**src/rtl/dpram_arb_pkg.sv**
```systemverilog
// Shared types and helpers for the dpram round-robin arbiter.
// rr_pick works on a fixed 8-bit vector so any NREQ in 2..8 can use it.
package dpram_arb_pkg;

  typedef enum logic {
    S_INIT = 1'b0,
    S_RUN  = 1'b1
  } state_t;

  localparam int MAX_REQ          = 8;
  localparam int DEF_ADDR_WIDTH   = 12;
  localparam int DEPTH            = 2**DEF_ADDR_WIDTH;

  // One-hot pick of the first set request after 'last', wrapping modulo nreq.
  function automatic logic [MAX_REQ-1:0] rr_pick(input logic [MAX_REQ-1:0] req,
                                                 input logic [2:0]         last,
                                                 input int                 nreq);
    logic [MAX_REQ-1:0] gnt;
    logic               found;
    int                 idx;
    gnt   = '0;
    found = 1'b0;
    for (int k = 1; k <= MAX_REQ; k++) begin
      idx = (int'(last) + k) % nreq;
      if (k <= nreq && !found && req[3'(idx)]) begin
        gnt[3'(idx)] = 1'b1;
        found        = 1'b1;
      end
    end
    return gnt;
  endfunction

endpackage

```
**src/rtl/dpram_arbiter_rr_arbiter.sv**
```systemverilog
// NREQ-wide round-robin arbiter: combinational one-hot grant plus the
// last-granted pointer, which resets to NREQ-1 so requester 0 goes first.
module rr_arbiter
  import dpram_arb_pkg::*;
#(
  parameter int NREQ = 2
) (
  input  logic            clk,
  input  logic            rst_n,
  input  logic            en,
  input  logic [NREQ-1:0] req,
  output logic [NREQ-1:0] gnt,
  output logic [2:0]      last
);

  logic [MAX_REQ-1:0] req_ext;
  logic [MAX_REQ-1:0] pick;
  logic [2:0]         last_q;
  logic [2:0]         gnt_idx;

  always_comb begin
    req_ext           = '0;
    req_ext[NREQ-1:0] = req;
  end

  assign pick = rr_pick(req_ext, last_q, NREQ);
  assign gnt  = en ? pick[NREQ-1:0] : '0;
  assign last = last_q;

  always_comb begin
    gnt_idx = last_q;
    for (int i = 0; i < NREQ; i++) begin
      if (gnt[i]) gnt_idx = 3'(i);
    end
  end

  always_ff @(posedge clk or negedge rst_n) begin
    if (!rst_n) begin
      last_q <= 3'(NREQ - 1);
    end else if (|gnt) begin
      last_q <= gnt_idx;
    end
  end

endmodule

```
**src/rtl/dpram_arbiter.sv**
```systemverilog
// Shares one 1-cycle-latency dpram among NREQ requesters: zero-fill sweep
// after reset, then round-robin serialised commands with tagged read return.
module dpram_arbiter
  import dpram_arb_pkg::*;
#(
  parameter int NREQ       = 2,
  parameter int ADDR_WIDTH = 12,
  parameter int DATA_WIDTH = 12,
  parameter bit INIT_EN    = 1'b1
) (
  input  logic                       sys_clk,
  input  logic                       sys_rst_n,
  input  logic [NREQ-1:0]            req,
  input  logic [NREQ-1:0]            req_we,
  input  logic [NREQ*ADDR_WIDTH-1:0] req_addr,
  input  logic [NREQ*DATA_WIDTH-1:0] req_wdata,
  output logic [NREQ-1:0]            req_gnt,
  output logic [NREQ-1:0]            rsp_valid,
  output logic [DATA_WIDTH-1:0]      rsp_data,
  output logic                       init_done,
  output logic [DATA_WIDTH-1:0]      mem_wdata,
  output logic [DATA_WIDTH/8-1:0]    mem_wmask,
  output logic [ADDR_WIDTH-1:0]      mem_waddr,
  output logic                       mem_wr_en,
  output logic [ADDR_WIDTH-1:0]      mem_raddr,
  output logic                       mem_rd_en,
  input  logic [DATA_WIDTH-1:0]      mem_rdata,
  input  logic                       mem_rvalid,
  output state_t                     dbg_state
);

  state_t                state_q, state_d;
  logic [ADDR_WIDTH-1:0] cnt_q, cnt_d;
  logic                  sweep_wr;
  logic [NREQ-1:0]       tag_q1, tag_q2;
  logic                  gnt_we;
  logic [ADDR_WIDTH-1:0] gnt_addr;
  logic [DATA_WIDTH-1:0] gnt_wdata;
  logic [2:0]            rr_last;

  assign dbg_state = state_q;

  rr_arbiter #(.NREQ(NREQ)) u_rr (
    .clk   (sys_clk),
    .rst_n (sys_rst_n),
    .en    (init_done),
    .req   (req),
    .gnt   (req_gnt),
    .last  (rr_last)
  );

  always_ff @(posedge sys_clk or negedge sys_rst_n) begin
    if (!sys_rst_n) begin
      state_q <= S_INIT;
      cnt_q   <= '0;
    end else begin
      state_q <= state_d;
      cnt_q   <= cnt_d;
    end
  end

  // The counter wraps naturally on the terminal write, leaving it at 0.
  always_comb begin
    state_d  = state_q;
    cnt_d    = cnt_q;
    sweep_wr = 1'b0;
    case (state_q)
      S_INIT: begin
        if (!INIT_EN) begin
          state_d = S_RUN;
        end else begin
          sweep_wr = 1'b1;
          cnt_d    = cnt_q + 1'b1;
          if (&cnt_q) state_d = S_RUN;
        end
      end
      S_RUN:   state_d = S_RUN;
      default: state_d = S_INIT;
    endcase
  end

  always_comb begin
    gnt_we    = 1'b0;
    gnt_addr  = '0;
    gnt_wdata = '0;
    for (int i = 0; i < NREQ; i++) begin
      if (req_gnt[i]) begin
        gnt_we    = req_we[i];
        gnt_addr  = req_addr[i*ADDR_WIDTH +: ADDR_WIDTH];
        gnt_wdata = req_wdata[i*DATA_WIDTH +: DATA_WIDTH];
      end
    end
  end

  // Address/data hold when idle; only the enables pulse per command.
  always_ff @(posedge sys_clk or negedge sys_rst_n) begin
    if (!sys_rst_n) begin
      init_done <= 1'b0;
      mem_wr_en <= 1'b0;
      mem_rd_en <= 1'b0;
      mem_waddr <= '0;
      mem_raddr <= '0;
      mem_wdata <= '0;
      tag_q1    <= '0;
      tag_q2    <= '0;
    end else begin
      init_done <= (state_q == S_RUN);
      mem_wr_en <= 1'b0;
      mem_rd_en <= 1'b0;
      tag_q1    <= '0;
      tag_q2    <= tag_q1;
      if (sweep_wr) begin
        mem_wr_en <= 1'b1;
        mem_waddr <= cnt_q;
        mem_wdata <= '0;
      end else if (|req_gnt) begin
        if (gnt_we) begin
          mem_wr_en <= 1'b1;
          mem_waddr <= gnt_addr;
          mem_wdata <= gnt_wdata;
        end else begin
          mem_rd_en <= 1'b1;
          mem_raddr <= gnt_addr;
          tag_q1    <= req_gnt;
        end
      end
    end
  end

  // dpram ORs the mask into stored data, so it must stay clear.
  assign mem_wmask = '0;
  assign rsp_valid = tag_q2 & {NREQ{mem_rvalid}};
  assign rsp_data  = (|rsp_valid) ? mem_rdata : '0;

  logic unused_last;
  assign unused_last = ^rr_last;

endmodule

```
**config.mk**
```make
export PLATFORM = sky130hd
export DESIGN_NAME = dpram_arbiter
export DESIGN_NICKNAME = d
export VERILOG_FILES = /design/src/rtl/dpram_arb_pkg.sv /design/src/rtl/dpram_arbiter_rr_arbiter.sv /design/src/rtl/dpram_arbiter.sv
export SDC_FILE = /design/constraint.sdc
export NUM_CORES = 1
export LEC_CHECK = 0
export ABC_AREA = 1
export BUFFER_PORTS_ARGS = -buffer_cell sky130_fd_sc_hd__buf_2
export CORE_MARGIN = 2
export CORE_UTILIZATION = 50
export DETAILED_ROUTE_END_ITERATION = 8
export GPL_ROUTABILITY_DRIVEN = 0
export HOLD_SLACK_MARGIN = 0.02
export MAX_ROUTING_LAYER = met4
export PLACE_DENSITY = 0.83
export SLEW_MARGIN = 30
export SYNTH_ARGS = -nofsm -noshare
export SYNTH_HDL_FRONTEND = slang
export SYNTH_HIERARCHICAL = 1
export SYNTH_SLANG_ARGS = --single-unit
```
**constraint.sdc**
```tcl
create_clock -name sys_clk -period 3.2 [get_ports sys_clk]
set_input_delay 0.64 -clock sys_clk [delete_from_list [all_inputs] [get_ports sys_clk]]
set_output_delay 0.64 -clock sys_clk [all_outputs]
set_load 0.005 [all_outputs]
```
## Yosys cells after proc, flatten, opt, wreduce, memory -nomap -nowiden

Cells that the tools add are included.

| word-level totals | value |
|---|---|
| register bits | 57 |
| output and inout bits | 57 |
| word-level logic and storage cells | 77 |

| operators by class | value |
|---|---|
| add/sub/neg operators | 3 |
| order comparisons | 4 |
| equality and inequality tests | 2 |
| muxes and demuxes | 40 |
| bitwise gates (word level) | 6 |
| reduce and logical (&&, ||, !) cells | 11 |

Operators with widths:

| operator | number |
|---|---|
| 2-to-1 mux 12 bit | 11 |
| 2-to-1 mux 1 bit | 18 |
| adder 12 x 1 -> 12 bit, second input constant | 1 |
| 2-to-1 mux 2 bit | 6 |
| AND reduction 12 bit | 1 |
| less-than comparator 2 x 5 -> 1 bit, second input constant | 2 |
| binary-select mux 1 bit (select 2 bit) | 2 |
| demux 1 bit (select 2 bit) | 2 |
| >= comparator 2 x 1 -> 1 bit, second input constant | 2 |
| != test 2 x 1 -> 1 bit, second input constant | 2 |
| AND reduction 2 bit | 2 |
| OR reduction 2 bit | 2 |
| logical AND 1 bit | 3 |
| AND reduction 3 bit | 1 |
| adder 1 bit, second input constant | 2 |
| AND 1 bit, first input constant | 2 |
| AND 2 bit | 1 |
| NOT 1 bit | 2 |
| OR 2 bit | 1 |
| one-hot mux 1 bit (2 select lines) | 1 |
| nonzero test 2 bit | 1 |
| logical NOT 1 bit | 1 |

## Logic depth before layout (Yosys ltp)

| depth | value |
|---|---|
| word-level depth | 15 |
| mapped depth | 12 |
| mapped depth without buffers | 11 |

## Hierarchy

The synthesis kept the hierarchy.

Modules (own cells, without submodules):

| module | times used | cells each | area an instance (um^2) | sequential area each (um^2) |
|---|---|---|---|---|
| dpram_arbiter | 1 | 374 | 2846.5 | 1401.3 |
| rr_arbiter | 1 | 14 | 83.8 | 26.3 |

## Least setup slack after synthesis

Ideal clock, no wire load.

| timing | value |
|---|---|
| path type | input-to-output |
| start | input port mem_rvalid |
| end | output port rsp_data[10] |
| data arrival time | 1.245 ns |
| slack | 1.315 ns |
| stages on the path | 5 |
| path buffers | 1 |
| cells stage by stage | nand2_1 > inv_1 > nor2_1 > clkbuf_1 > nor2_1 |

| on the way | value |
|---|---|
| longest elaborated chain between the ends | 3 |

Ends and longest elaborated chain:

| item | line | RTL |
|---|---|---|
| from (decl) | dpram_arbiter.sv:28 | `input logic mem_rvalid,` |
| AND 2 bit | dpram_arbiter.sv:132 | `assign rsp_valid = tag_q2 & {NREQ{mem_rvalid}};` |
| via rsp_valid[0] | dpram_arbiter.sv:18 | `output logic [NREQ-1:0] rsp_valid,` |
| OR reduction 2 bit | dpram_arbiter.sv:133 | `assign rsp_data = (\|rsp_valid) ? mem_rdata : '0;` |
| 2-to-1 mux 12 bit | dpram_arbiter.sv:133 |  |
| to (decl) | dpram_arbiter.sv:19 | `output logic [DATA_WIDTH-1:0] rsp_data,` |

The timed path passes the listed nets, and every way through them passes these cells.

## Worst setup path in the final report

| timing | value |
|---|---|
| start | input port mem_rvalid |
| end | output port rsp_data[2] |

| on the way | value |
|---|---|
| longest elaborated chain between the ends | 3 |

Ends and longest elaborated chain:

| item | line |
|---|---|
| AND 2 bit | dpram_arbiter.sv:132 |
| OR reduction 2 bit | dpram_arbiter.sv:133 |
| 2-to-1 mux 12 bit | dpram_arbiter.sv:133 |

No other way between the ends.

==> impl_results.md <==
- Synth Area per Inst: 7.56 um^2
- Final Cycle Share: 0.713
- Synthesis-to-layout area growth: 27.3%
- Unrepaired setup endpoints after global routing: false
- DRC: 0
- Wirelength per Cell: around 13 um
- Setup WS pre-CTS: about 0.7 ns
- Vias in the first global route: 2521
- Final nets: 572
- Final hold slack: ~0.35 ns
- Critical path capture point type: output port
- Synth Warn #: 6
- Longest Clk Path Bufs: 2
- WS Path Type: input pin to output port
- Rel. slew slack: 0.515
- H-tree levels: 3
- Slew Limit Fails: 0
- First-iteration detailed-routing DRC count: between 200 and 300
- Clk Tree Root Cell: clkbuf_8
- GRT overflow: 0
- Post-CTS Resized: 0
- Post-CTS Setup Inserts: 0
- Die area: approximately 6400 um^2
- CTS tree: done
- Initial antenna violation count: 1
- Pwr dens: around 370 nW/um^2
- Critical path endpoint: rsp_data[2]
- Worst EP required: approximately 2.6 ns
- Status: completed
- Worst-Skew Late Latency: approximately 0.33 ns
- Worst-margin pin slew: between 0.7 and 0.8 ns
- Starting density of the core: 0.522
- CP startpoint: mem_rvalid
- Maximum clock rate: roughly 440 MHz
- Setup Skew: approximately 0.0064 ns
- Post-Route WL: 7730 um
- Mapped Nets: 453
- CTS clock-pin slew for the worst setup and hold paths: 0.06 ns
- CP Data Arrival Time: approximately 1.6 ns
- FF-to-FF path depth: 10
- Ports: 124
- Layout cell share with drive strength beyond 1: 0.301
- Pin count of the biggest net entering global routing: 33
- Final Hold Fails: 0
- Mapped Area: 2910 um^2
- Post-CTS Hold Buffers: 0
- Die W: approximately 80 um
- Top fanout value on the critical path: 12
- Clk sinks: 57
- Num CTS Buffers: 9
- Peak supply drop: between 0.2 and 0.25 mV
- Mapped Cells: 385
- Setup-failing EPs final: 0
- Worst setup margin: between 0.9 and 1 ns
- FF-to-FF setup slack: slightly above 1 ns
- Drt first pass iters: 5
- Final ANT Viol Nets: 0
- Leakage: between 2 and 2.5 nW
- Total number of vias: between 2000 and 3000
- Setup TNS: 0 ns
- All-Layer GR Usage: 0.252
- Die H: 80.3 um
- Core box area: 5570 um^2
- FF-to-FF Start: init_done
- Drt via density: just over 5
- Hpwl dp: about 5700 um
- Max cap viols: 0
- First-pass GRT wire length: roughly 12000 um
- Final Critical Period: around 2.3 ns
- Worst setup SP type: input pin
- Number of cell rows: 27
- R2r endpoint: mem_raddr[6]
- Buffers on Ports: between 100 and 150
- Fill count: 490
- Hold WC Path Type: flop to flop
[layout make-up]
class / instances / area [um^2] / share of cell area
Tap cell: 72 / 90.1 / 0.0243
Inverter: 35 / 134 / 0.0361
Timing Repair Buffer: 126 / 641 / 0.173
Clock buffer: 13 / 159 / 0.0429
Multi-Input combinational cell: 275 / 1240 / 0.334
Antenna cell: 1 / 2.50 / 0.000675
Sequential cell: 57 / 1430 / 0.385
Clock inverter: 3 / 15.0 / 0.00405
[critical path, cell delays in order]
cell and delay (ns):
buf_2 0.10, nand2_1 0.05, inv_1 0.04, nor2_1 0.55, nor2_1 0.10, buf_2 0.16
[stage by stage]
stage / instances / cell area [um^2] / power [mW] / utilization
after global placement: 565 / 3530 / 0.795 / 0.633
after detailed placement: 565 / 3530 / 0.795 / 0.633
after floorplan: 385 / 2910 / 0.738 / -
final: 582 / 3710 / 1.37 / 0.665
after CTS: 581 / 3700 / 1.38 / 0.665
after global routing: 582 / 3710 / 1.42 / 0.665
[registers in the layout, indices dropped and copies added, names as in the netlist]
signal and count:
cnt_q 12, dbg_state 1, init_done 1, mem_raddr 12
mem_rd_en 1, mem_waddr 12, mem_wdata 12, mem_wr_en 1
tag_q1 2, tag_q2 2, u_rr/last 1
[where the power goes]
part | internal [mW] | switching, mW | total [mW] | leakage (nW)
clock | 0.320 | 0.270 | 0.590 | 0.0932
sequential | 0.721 | 0 | 0.721 | 0.764
combinational | 0.0298 | 0.0304 | 0.0603 | 1.38
total | 1.07 | 0.301 | 1.37 | 2.24
[placed cells by master, fill, tap and decap left out, types with 4 or more instances in the layout]
master,instances
nor2_1,20
xor2_1,5
a21boi_0,10
inv_1,31
buf_2,122
o21ai_1,10
buf_4,4
dfrtp_1,56
nand4_1,4
nand2_1,170
nand3_1,40
clkbuf_8,11
[how the worst min path moves through the flow]
stage	startpoint	end	slack [ns]	depth (start not counted)
floorplan	tag_q1[0]	tag_q2[0]	0.33	0
global placement	tag_q1[1]	tag_q2[1]	0.34	0
detailed placement	tag_q1[1]	tag_q2[1]	0.34	0
CTS	tag_q1[1]	tag_q2[1]	0.35	0
global route	tag_q1[0]	tag_q2[0]	0.37	0
finish	tag_q1[1]	tag_q2[1]	0.35	0
[per-layer routing]
layer	wire [um]	GRT usage	vias to the layer above
met5	0	-	-
met4	150	0.107	0
met3	504	0.0371	15
met2	3900	0.405	125
met1	3170	0.321	1363
li1	-	-	1435
Note: power is estimated with default switching activity, not from simulation.
